$ cat src/rtl/mips_defs.sv
// mips_defs: shared ALU, mul/div and forwarding codes, mul/div FSM states
// and the default datapath width for the execute stage.
package mips_defs;
  localparam int DEF_DATA_W = 32;
  localparam logic [2:0] ALU_AND = 3'b000;
  localparam logic [2:0] ALU_OR  = 3'b001;
  localparam logic [2:0] ALU_ADD = 3'b010;
  localparam logic [2:0] ALU_NOR = 3'b100;
  localparam logic [2:0] ALU_SUB = 3'b110;
  localparam logic [2:0] ALU_SLT = 3'b111;
  localparam logic [1:0] MD_MULT  = 2'b00;
  localparam logic [1:0] MD_MULTU = 2'b01;
  localparam logic [1:0] MD_DIV   = 2'b10;
  localparam logic [1:0] MD_DIVU  = 2'b11;
  localparam logic [1:0] FWD_RD = 2'b00;
  localparam logic [1:0] FWD_W  = 2'b01;
  localparam logic [1:0] FWD_M  = 2'b10;
  typedef enum logic [1:0] {MD_IDLE = 2'd0, MD_RUN = 2'd1, MD_FIX = 2'd2} md_state_e;
  function automatic logic md_signed(input logic [1:0] op);
    return op == MD_MULT || op == MD_DIV;
  endfunction
  function automatic logic md_is_div(input logic [1:0] op);
    return op == MD_DIV || op == MD_DIVU;
  endfunction
endpackage

$ cat src/rtl/muldiv_unit.sv
// muldiv_unit: iterative mult/multu/div/divu on magnitudes with HI/LO;
// DATA_W shift steps followed by one sign-fix cycle that writes HI/LO.
module muldiv_unit
  import mips_defs::*;
#(
  parameter int DATA_W = DEF_DATA_W
) (
  input  logic              clk,
  input  logic              rst_n,
  input  logic              start_i,
  input  logic [1:0]        op_i,
  input  logic [DATA_W-1:0] a_i,
  input  logic [DATA_W-1:0] b_i,
  output logic [DATA_W-1:0] hi_o,
  output logic [DATA_W-1:0] lo_o,
  output logic              busy_o
);
  localparam int CW = $clog2(DATA_W);
  md_state_e state_q;
  logic [CW-1:0] cnt_q;
  logic div_q, neg_q, negr_q, zero_q;
  logic [DATA_W-1:0] acc_q, q_q, m_q, a_q, hi_q, lo_q;
  logic a_neg, b_neg;
  logic [DATA_W-1:0] a_mag, b_mag;
  logic [DATA_W:0] sum, sh, diff;
  logic ge;
  logic [2*DATA_W-1:0] prod;
  assign a_neg = md_signed(op_i) & a_i[DATA_W-1];
  assign b_neg = md_signed(op_i) & b_i[DATA_W-1];
  assign a_mag = a_neg ? -a_i : a_i;
  assign b_mag = b_neg ? -b_i : b_i;
  assign sum = {1'b0, acc_q} + (q_q[0] ? {1'b0, m_q} : '0);
  // restoring divide: remainder < divisor, so bit DATA_W of the difference is the borrow
  assign sh = {acc_q, q_q[DATA_W-1]};
  assign diff = sh - {1'b0, m_q};
  assign ge = ~diff[DATA_W];
  assign prod = neg_q ? -{acc_q, q_q} : {acc_q, q_q};
  assign hi_o = hi_q;
  assign lo_o = lo_q;
  assign busy_o = state_q != MD_IDLE;
  always_ff @(posedge clk) begin
    if (!rst_n) begin
      state_q <= MD_IDLE;
      cnt_q <= '0;
      {div_q, neg_q, negr_q, zero_q} <= '0;
      acc_q <= '0;
      q_q <= '0;
      m_q <= '0;
      a_q <= '0;
      hi_q <= '0;
      lo_q <= '0;
    end else if (state_q == MD_IDLE && start_i) begin
      state_q <= MD_RUN;
      cnt_q <= CW'(DATA_W - 1);
      div_q <= md_is_div(op_i);
      neg_q <= a_neg ^ b_neg;
      negr_q <= a_neg;
      zero_q <= b_i == '0;
      a_q <= a_i;
      acc_q <= '0;
      q_q <= md_is_div(op_i) ? a_mag : b_mag;
      m_q <= md_is_div(op_i) ? b_mag : a_mag;
    end else if (state_q == MD_RUN) begin
      acc_q <= div_q ? (ge ? diff[DATA_W-1:0] : sh[DATA_W-1:0]) : sum[DATA_W:1];
      q_q <= div_q ? {q_q[DATA_W-2:0], ge} : {sum[0], q_q[DATA_W-1:1]};
      cnt_q <= cnt_q - 1'b1;
      state_q <= cnt_q == '0 ? MD_FIX : MD_RUN;
    end else if (state_q == MD_FIX) begin
      hi_q <= div_q ? (zero_q ? a_q : (negr_q ? -acc_q : acc_q)) : prod[2*DATA_W-1:DATA_W];
      lo_q <= div_q ? (zero_q ? '1 : (neg_q ? -q_q : q_q)) : prod[DATA_W-1:0];
      state_q <= MD_IDLE;
    end
  end
endmodule

$ cat src/rtl/execute_stage.sv
// execute_stage: MIPS E stage with forwarding, ALU and E/M register.
// MULDIV_EN adds the iterative mul/div unit, HI/LO and the MDStall hazard.
module execute_stage
  import mips_defs::*;
#(
  parameter int DATA_W = DEF_DATA_W
) (
  input  logic              clk,
  input  logic              rst_n,
  input  logic              RegWriteE,
  input  logic              MemtoRegE,
  input  logic              MemWriteE,
  input  logic              ALUSrcE,
  input  logic              RegDstE,
  input  logic [2:0]        ALUControlE,
  input  logic              MulDivStartE,
  input  logic [1:0]        MulDivOpE,
  input  logic              MfhiE,
  input  logic              MfloE,
  input  logic [DATA_W-1:0] RD1E,
  input  logic [DATA_W-1:0] RD2E,
  input  logic [DATA_W-1:0] SignImmE,
  input  logic [4:0]        RtE,
  input  logic [4:0]        RdE,
  input  logic [1:0]        ForwardAE,
  input  logic [1:0]        ForwardBE,
  input  logic [DATA_W-1:0] ResultW,
  output logic [4:0]        WriteRegE,
  output logic              MDStall,
  output logic              RegWriteM,
  output logic              MemtoRegM,
  output logic              MemWriteM,
  output logic [DATA_W-1:0] ALUOutM,
  output logic [DATA_W-1:0] WriteDataM,
  output logic [4:0]        WriteRegM
);
  logic [DATA_W-1:0] src_a, src_b, write_data, alu, res;
  assign src_a = ForwardAE == FWD_W ? ResultW : ForwardAE == FWD_M ? ALUOutM : RD1E;
  assign write_data = ForwardBE == FWD_W ? ResultW : ForwardBE == FWD_M ? ALUOutM : RD2E;
  assign src_b = ALUSrcE ? SignImmE : write_data;
  assign WriteRegE = RegDstE ? RdE : RtE;
  assign alu = ALUControlE == ALU_ADD ? src_a + src_b :
               ALUControlE == ALU_SUB ? src_a - src_b :
               ALUControlE == ALU_AND ? src_a & src_b :
               ALUControlE == ALU_OR  ? src_a | src_b :
               ALUControlE == ALU_SLT ? {{(DATA_W-1){1'b0}}, $signed(src_a) < $signed(src_b)} :
               ALUControlE == ALU_NOR ? ~(src_a | src_b) : '0;
`ifdef MULDIV_EN
  logic [DATA_W-1:0] hi, lo;
  logic busy;
  muldiv_unit #(.DATA_W(DATA_W)) u_md (
    .clk     (clk),
    .rst_n   (rst_n),
    .start_i (MulDivStartE),
    .op_i    (MulDivOpE),
    .a_i     (src_a),
    .b_i     (write_data),
    .hi_o    (hi),
    .lo_o    (lo),
    .busy_o  (busy)
  );
  assign MDStall = busy & (MfhiE | MfloE | MulDivStartE);
  assign res = MfhiE ? hi : MfloE ? lo : alu;
`else
  logic unused_md;
  assign unused_md = ^{MulDivStartE, MulDivOpE};
  assign MDStall = 1'b0;
  assign res = (MfhiE | MfloE) ? '0 : alu;
`endif
  // a stalled E instruction leaves a zeroed bubble in M
  always_ff @(posedge clk) begin
    if (!rst_n || MDStall) begin
      RegWriteM <= 1'b0;
      MemtoRegM <= 1'b0;
      MemWriteM <= 1'b0;
      ALUOutM <= '0;
      WriteDataM <= '0;
      WriteRegM <= '0;
    end else begin
      RegWriteM <= RegWriteE;
      MemtoRegM <= MemtoRegE;
      MemWriteM <= MemWriteE;
      ALUOutM <= res;
      WriteDataM <= write_data;
      WriteRegM <= WriteRegE;
    end
  end
endmodule
$ cat config.mk
export PLATFORM = sky130hd
export DESIGN_NAME = execute_stage
export DESIGN_NICKNAME = d
export VERILOG_FILES = /design/src/rtl/mips_defs.sv /design/src/rtl/muldiv_unit.sv /design/src/rtl/execute_stage.sv
export SDC_FILE = /design/constraint.sdc
export NUM_CORES = 1
export LEC_CHECK = 0
export CORE_MARGIN = 5
export CORE_UTILIZATION = 46
export CTS_CLUSTER_SIZE = 10
export DETAILED_ROUTE_END_ITERATION = 10
export PLACE_DENSITY = 0.85
export SLEW_MARGIN = 20
export SYNTH_ARGS = -nofsm -noshare
export SYNTH_HDL_FRONTEND = slang
export SYNTH_SLANG_ARGS = --single-unit
$ cat constraint.sdc
create_clock -name clk -period 4.5 [get_ports clk]
set_clock_uncertainty 0.05 [all_clocks]
set_input_delay 0.9 -clock clk [delete_from_list [all_inputs] [get_ports clk]]
set_output_delay 0.9 -clock clk [all_outputs]
set_load 0.005 [all_outputs]
## Word level (Yosys, flattened, before mapping)

Cells that the tools add are included.

- Input port bits: 157
- Register bits after elaboration: 72
- Memories: 0
- Logic and storage cells: 37
- ROM bits: 0
- Output and inout bits: 78
- Bits in writable memories: 0
- Latch bits: 0

- Bitwise logic cells: 5
- Add/subtract/negate cells: 2
- Multipliers: 0
- Shifts and indexed selects: 0
- Equality and inequality tests: 9
- $lt $le $gt $ge: 1
- Reductions and logical operators: 2
- Multiplexer cells: 12
- Div/mod/pow operators: 0

Operators by type and width:

| kind | count |
|---|---|
| 32-bit 2-to-1 mux | 11 |
| 32-bit adder | 1 |
| 32-bit AND | 1 |
| 32-bit less-than comparator | 1 |
| 32-bit NOT | 1 |
| 32-bit bitwise OR | 1 |
| 32-bit subtractor | 1 |
| 3-bit == test, second input constant | 3 |
| 5-bit 2-to-1 mux | 1 |
| 2-bit by 1-bit == test with 1-bit output, second input constant | 2 |
| 2-bit == test, second input constant | 2 |
| 3-bit by 1-bit == test with 1-bit output, second input constant | 1 |
| 3-bit by 2-bit == test with 1-bit output, second input constant | 1 |
| 3-bit zero test | 1 |
| 2-bit OR reduction | 1 |
| 1-bit NOT | 1 |
| 1-bit bitwise OR | 1 |

## Logic depth before layout (Yosys ltp)

Gate-level depths: netlist (run 1).

- Depth after elaboration: 12
- Depth in mapped cells: 18
- Gate-level depth less buffers: 16

## Least setup slack after synthesis (run 1)

OpenSTA, ideal clock, no wires.

- Path type: input port to flip-flop
- Start: input port ForwardBE[1]
- End: register ALUOutM[30]
- Buffers on the path: 2
- Data required time: 4.317 ns
- Library setup time: 0.133 ns
- Stages: 18
- Data arrival time: 4.447 ns
- Slack: -0.129 ns
- Cells stage by stage: buf_6 > clkbuf_1 > mux2i_1 > nand2_1 > o21ai_0 > o21ai_0 > ha_1 > inv_1 > fa_1 > a21oi_1 > nor3b_1 > a211oi_2 > o32ai_2 > o21a_1 > o21ai_1 > a211oi_1 > mux2i_1 > a31oi_1

- Longest elaborated chain between the ends: 12
- Elaborated cells between the ends (all ways): 16
- Classes of those cells: 2 x add/sub; 2 x eq/ne; 9 x mux; 3 x bitwise

Ends and longest elaborated chain:

| element | line | RTL |
|---|---|---|
| start: declaration | execute_stage.sv:26 | `input logic [1:0] ForwardBE,` |
| 2-bit == test | execute_stage.sv:39 | `assign write_data = ForwardBE == FWD_W ? ResultW : ForwardBE == FWD_M ? ALUOutM : RD2E;` |
| 32-bit 2-to-1 mux | execute_stage.sv:39 |  |
| 32-bit 2-to-1 mux * | execute_stage.sv:39 |  |
| 32-bit 2-to-1 mux * | execute_stage.sv:40 | `assign src_b = ALUSrcE ? SignImmE : write_data;` |
| branches (longest 7 deep; another with 32-bit subtractor) | -- |  |
| 32-bit 2-to-1 mux * | execute_stage.sv:42 | `assign alu = ALUControlE == ALU_ADD ? src_a + src_b :` |
| end signal: assignment | execute_stage.sv:83 | `ALUOutM <= res;` |
| end: declaration | execute_stage.sv:33 | `output logic [DATA_W-1:0] ALUOutM,` |

Mark *: on every way between the ends.
A chain may end at the register's enable or synchronous reset.

## Worst setup path after layout (run 1)

- Start: input port RD2E[0]
- End: register ALUOutM[18]

- Longest elaborated chain between the ends: 6
- Elaborated cells between the ends (all ways): 7
- Classes of those cells: 2 x add/sub; 5 x mux

Ends and longest elaborated chain:

| element | line | RTL |
|---|---|---|
| start: declaration | execute_stage.sv:21 | `input logic [DATA_W-1:0] RD2E,` |
| 32-bit 2-to-1 mux * (2 in series) | execute_stage.sv:39 |  |
| 32-bit 2-to-1 mux * | execute_stage.sv:40 |  |
| 32-bit subtractor | execute_stage.sv:43 | `ALUControlE == ALU_SUB ? src_a - src_b :` |
| 32-bit 2-to-1 mux | execute_stage.sv:43 |  |
| 32-bit 2-to-1 mux * | execute_stage.sv:42 |  |

Mark *: on every way between the ends. The rest lies on a longest branch, timed or not.

==> flow_summary.json, run 1 <==
{
  "status": "finished clean",
  "synthesis.nets": 1545,
  "peakVddDrop_mv": 0.185,
  "met2_usage": 0.505,
  "use_met3": 0.0452,
  "crit_type": "in2reg",
  "worst_pin_slew_ns": 0.636,
  "start_util": 0.464,
  "worstHoldPathCells": 3,
  "reg2reg_slack_ns": 0.72,
  "dieArea_um2": 23200,
  "num-nets-final": 1904,
  "syn_inst": 1292,
  "cap_viol_max_count": 0,
  "ioPinCount": 235,
  "wl_mm": 35.3,
  "crit_path_max_fanout": 3,
  "clkTransAtPathRegs_ns": 0.07,
  "antenna_found_initial": 0,
  "grt-ovfl-total": 0,
  "seq_power_share": 0.200,
  "core_area_um2": 20100,
  "grt_pass1_vias": 10928,
  "power.net_switching_w": 0.00136,
  "period_share": 0.967,
  "synth_edf_count": 0,
  "comb_power_share": 0.583,
  "rsz0062_at_grt": "yes",
  "setup_slack_ns": 0.148,
  "numCtsBuffers": 9,
  "final_max_slew_viol_count": 0,
  "p_sw_frac": 0.393,
  "powerDensity_nw_per_um2": 255,
  "ys.flop_type": "dfxtp_1",
  "fmax_mhz": 230,
  "first_pass_iters": 5,
  "hold_path.class": "reg2reg",
  "track_usage": 0.289,
  "die_y_um": 152,
  "n_fill_cell": 1685,
  "portBuffers": 230,
  "drive_gt1_frac": 0.203,
  "die_w_um": 152,
  "mostFrequentLayoutCell": "clkdlybuf4s50_1",
  "synth_area_um2": 9320,
  "place.gp.congestion": 0.964,
  "ys_warn_count": 0,
  "cts_root_buf": "clkbuf_16",
  "clockBufferDepth": 2,
  "grt_max_degree": 37,
  "clock_latency_ns": 0.36,
  "first_iter_violations": 785,
  "antenna_left": 0,
  "ff2ff_path_depth": 16,
  "grtUsageMet1": 0.360,
  "via_count": 10925,
  "finalCriticalPeriod_ns": 4.35,
  "whs_ns": 0.652,
  "hold_violations": 0,
  "place_hpwl_mm": 27.8,
  "leakage_nw": 6.16,
  "postCtsSetupBuffers": 0,
  "worstPathArrival_ns": 4.56,
  "antennaDiodeCount": 0,
  "syn_area_per_cell_um2": 7.22,
  "end_kind": "flop",
  "rows": 52,
  "synthArstFlopShare": 0,
  "relSlewSlack": 0.575,
  "route.detailed.drc": 0,
  "final_cell_mix": "224 x clkdlybuf4s50_1, 204 x buf_4, 134 x nand2_1",
  "setup_viol": 0,
  "post_drt_wl_per_cell_um": 18.3,
  "yosysSeqAreaShare": 0.155,
  "clock_power_share": 0.217,
  "htree_levels": 3,
  "area_growth_pct": 45.7,
  "cts_sinks": 72,
  "vias_per_cell": 5.68,
  "p_int_w": 0.00210,
  "grt_pass1_wl_mm": 55.6,
  "cp-start-kind": "input pin",
  "cp.required_ns": 4.71,
  "dpl_worst_slack_ns": -0.483,
  "ys_types": 79,
  "cts_tree": "yes",
  "synth-seq-cells": 72,
  "busiest_layer": "met2"
}
[cells in the mapped netlist, types with 10 or more instances]
master,instances,area share
xnor2_1,29,0.027
inv_2,10,0.0040
mux2i_1,80,0.086
nor2_1,124,0.050
and2_1,14,0.0094
o21ai_1,12,0.0064
o21ai_0,122,0.065
nor3_1,21,0.011
o22ai_1,11,0.0074
nor4_1,13,0.0087
o31ai_1,13,0.010
inv_1,85,0.034
a21oi_1,105,0.056
o211ai_1,12,0.0097
a21o_1,16,0.013
dfxtp_1,72,0.15
a31oi_1,10,0.0067
clkbuf_1,71,0.029
ha_1,94,0.13
buf_1,14,0.0056
mux2_2,68,0.082
o21bai_1,17,0.014
nand2_1,134,0.054
o221ai_1,10,0.0094
nand3_1,17,0.0091
[registers in the layout, indices dropped and copies added (netlist names)]
name,cells
MemtoRegM,1
WriteRegM,5
WriteDataM,32
MemWriteM,1
ALUOutM,32
RegWriteM,1
[metrics by stage]
step	utilization	TNS [ns]	area [um2]	std cells	total power (W)
after floorplan	-	0	9330	1292	0.00180
after CTS	0.672	0	13500	1925	0.00343
after global routing	0.676	-0.0914	13600	1925	0.00367
final	0.676	0	13600	1925	0.00346
after global placement	0.656	-5.01	13200	1910	0.00263
after detailed placement	0.656	-7.08	13200	1910	0.00266
[path summary, 6_finish.rpt]
| path | start | endpoint |
|---|---|---|
| setup / recovery | RD2E[0] | ALUOutM[18]$_SDFF_PP0_ |
| hold / removal | ALUOutM[10]$_SDFF_PP0_ | WriteDataM[10]$_SDFF_PN0_ |
| setup reg to reg | ALUOutM[0]$_SDFF_PP0_ | ALUOutM[18]$_SDFF_PP0_ |
| hold reg to reg | ALUOutM[10]$_SDFF_PP0_ | WriteDataM[10]$_SDFF_PN0_ |
[power by group through the flow]
stage | Sequential, W | Clock, W | Combinational (W)
6_report | 0.000693 | 0.000752 | 0.00202
5_1_grt | 0.000697 | 0.000787 | 0.00219
4_1_cts | 0.000693 | 0.000762 | 0.00197
3_5_place_dp | 0.000707 | 0 | 0.00195
2_1_floorplan | 0.000708 | 0 | 0.00109
3_3_place_gp | 0.000706 | 0 | 0.00192
[critical path: stages]
cell and delay (ns):
clkdlybuf4s50_1 0.42, mux2_2 0.28, o21ai_2 0.17, o21ai_2 0.11
ha_2 0.22, fa_1 0.45, a21o_1 0.22, o2bb2ai_1 0.16
o211ai_1 0.31, a31oi_2 0.22, buf_4 0.19, a21o_1 0.17
a21oi_1 0.18, xnor2_1 0.10, mux2i_1 0.12, o21ai_0 0.09
a32o_1 0.26
[cell type report]
cell class	count	area, um2	area share
multi-input combinational	1034	7260	0.534
timing repair buffer	438	3900	0.287
sequential	72	1440	0.106
inverter	96	360	0.0265
tap	270	338	0.0249
clock buffer	9	225	0.0166
clock inverter	6	61.3	0.00451
[cell families (layout without fill, tap and decap cells)]
| family | after synthesis | in the layout | share of synthesized area |
|---|---|---|---|
| XOR/XNOR | 32 | 32 | 0.0301 |
| multiplexers | 151 | 151 | 0.174 |
| flip-flops | 72 | 72 | 0.155 |
| buffers and inverters | 186 | 549 | 0.0768 |
| adder cells (fa/ha/maj) | 96 | 96 | 0.130 |
| other | 1 | 1 | 0.000402 |
| AO/OA/AOI/OAI | 398 | 398 | 0.268 |
| AND/OR/NAND/NOR | 356 | 356 | 0.166 |
[repair_timing]
item / in CTS / in global routing
setup endpoints to repair: 10 / 18
hold buffers: 0 / 0
pin swaps: 0 / 4
gates resized for setup: 6 / 25
[per-layer routing]
| layer | vias to the layer above | routed length, um |
|---|---|---|
| li1 | 5284 | - |
| met1 | 5069 | 15100 |
| met2 | 473 | 16700 |
| met3 | 99 | 2290 |
| met4 | 0 | 1220 |
| met5 | - | 0 |
No activity file was read; power rests on OpenSTA's default activity.
==> inputs of run 2 (changes only) <==
--- a/config.mk
+++ b/config.mk
@@ -13,4 +13,5 @@
 export SLEW_MARGIN = 20
 export SYNTH_ARGS = -nofsm -noshare
 export SYNTH_HDL_FRONTEND = slang
+export SYNTH_HIERARCHICAL = 1
 export SYNTH_SLANG_ARGS = --single-unit
==> results of run 2 <==
Same layout as run 1: the final DEF is identical, and so are final timing and power.
Among the figures that moved: Yosys warning count 0 -> 6
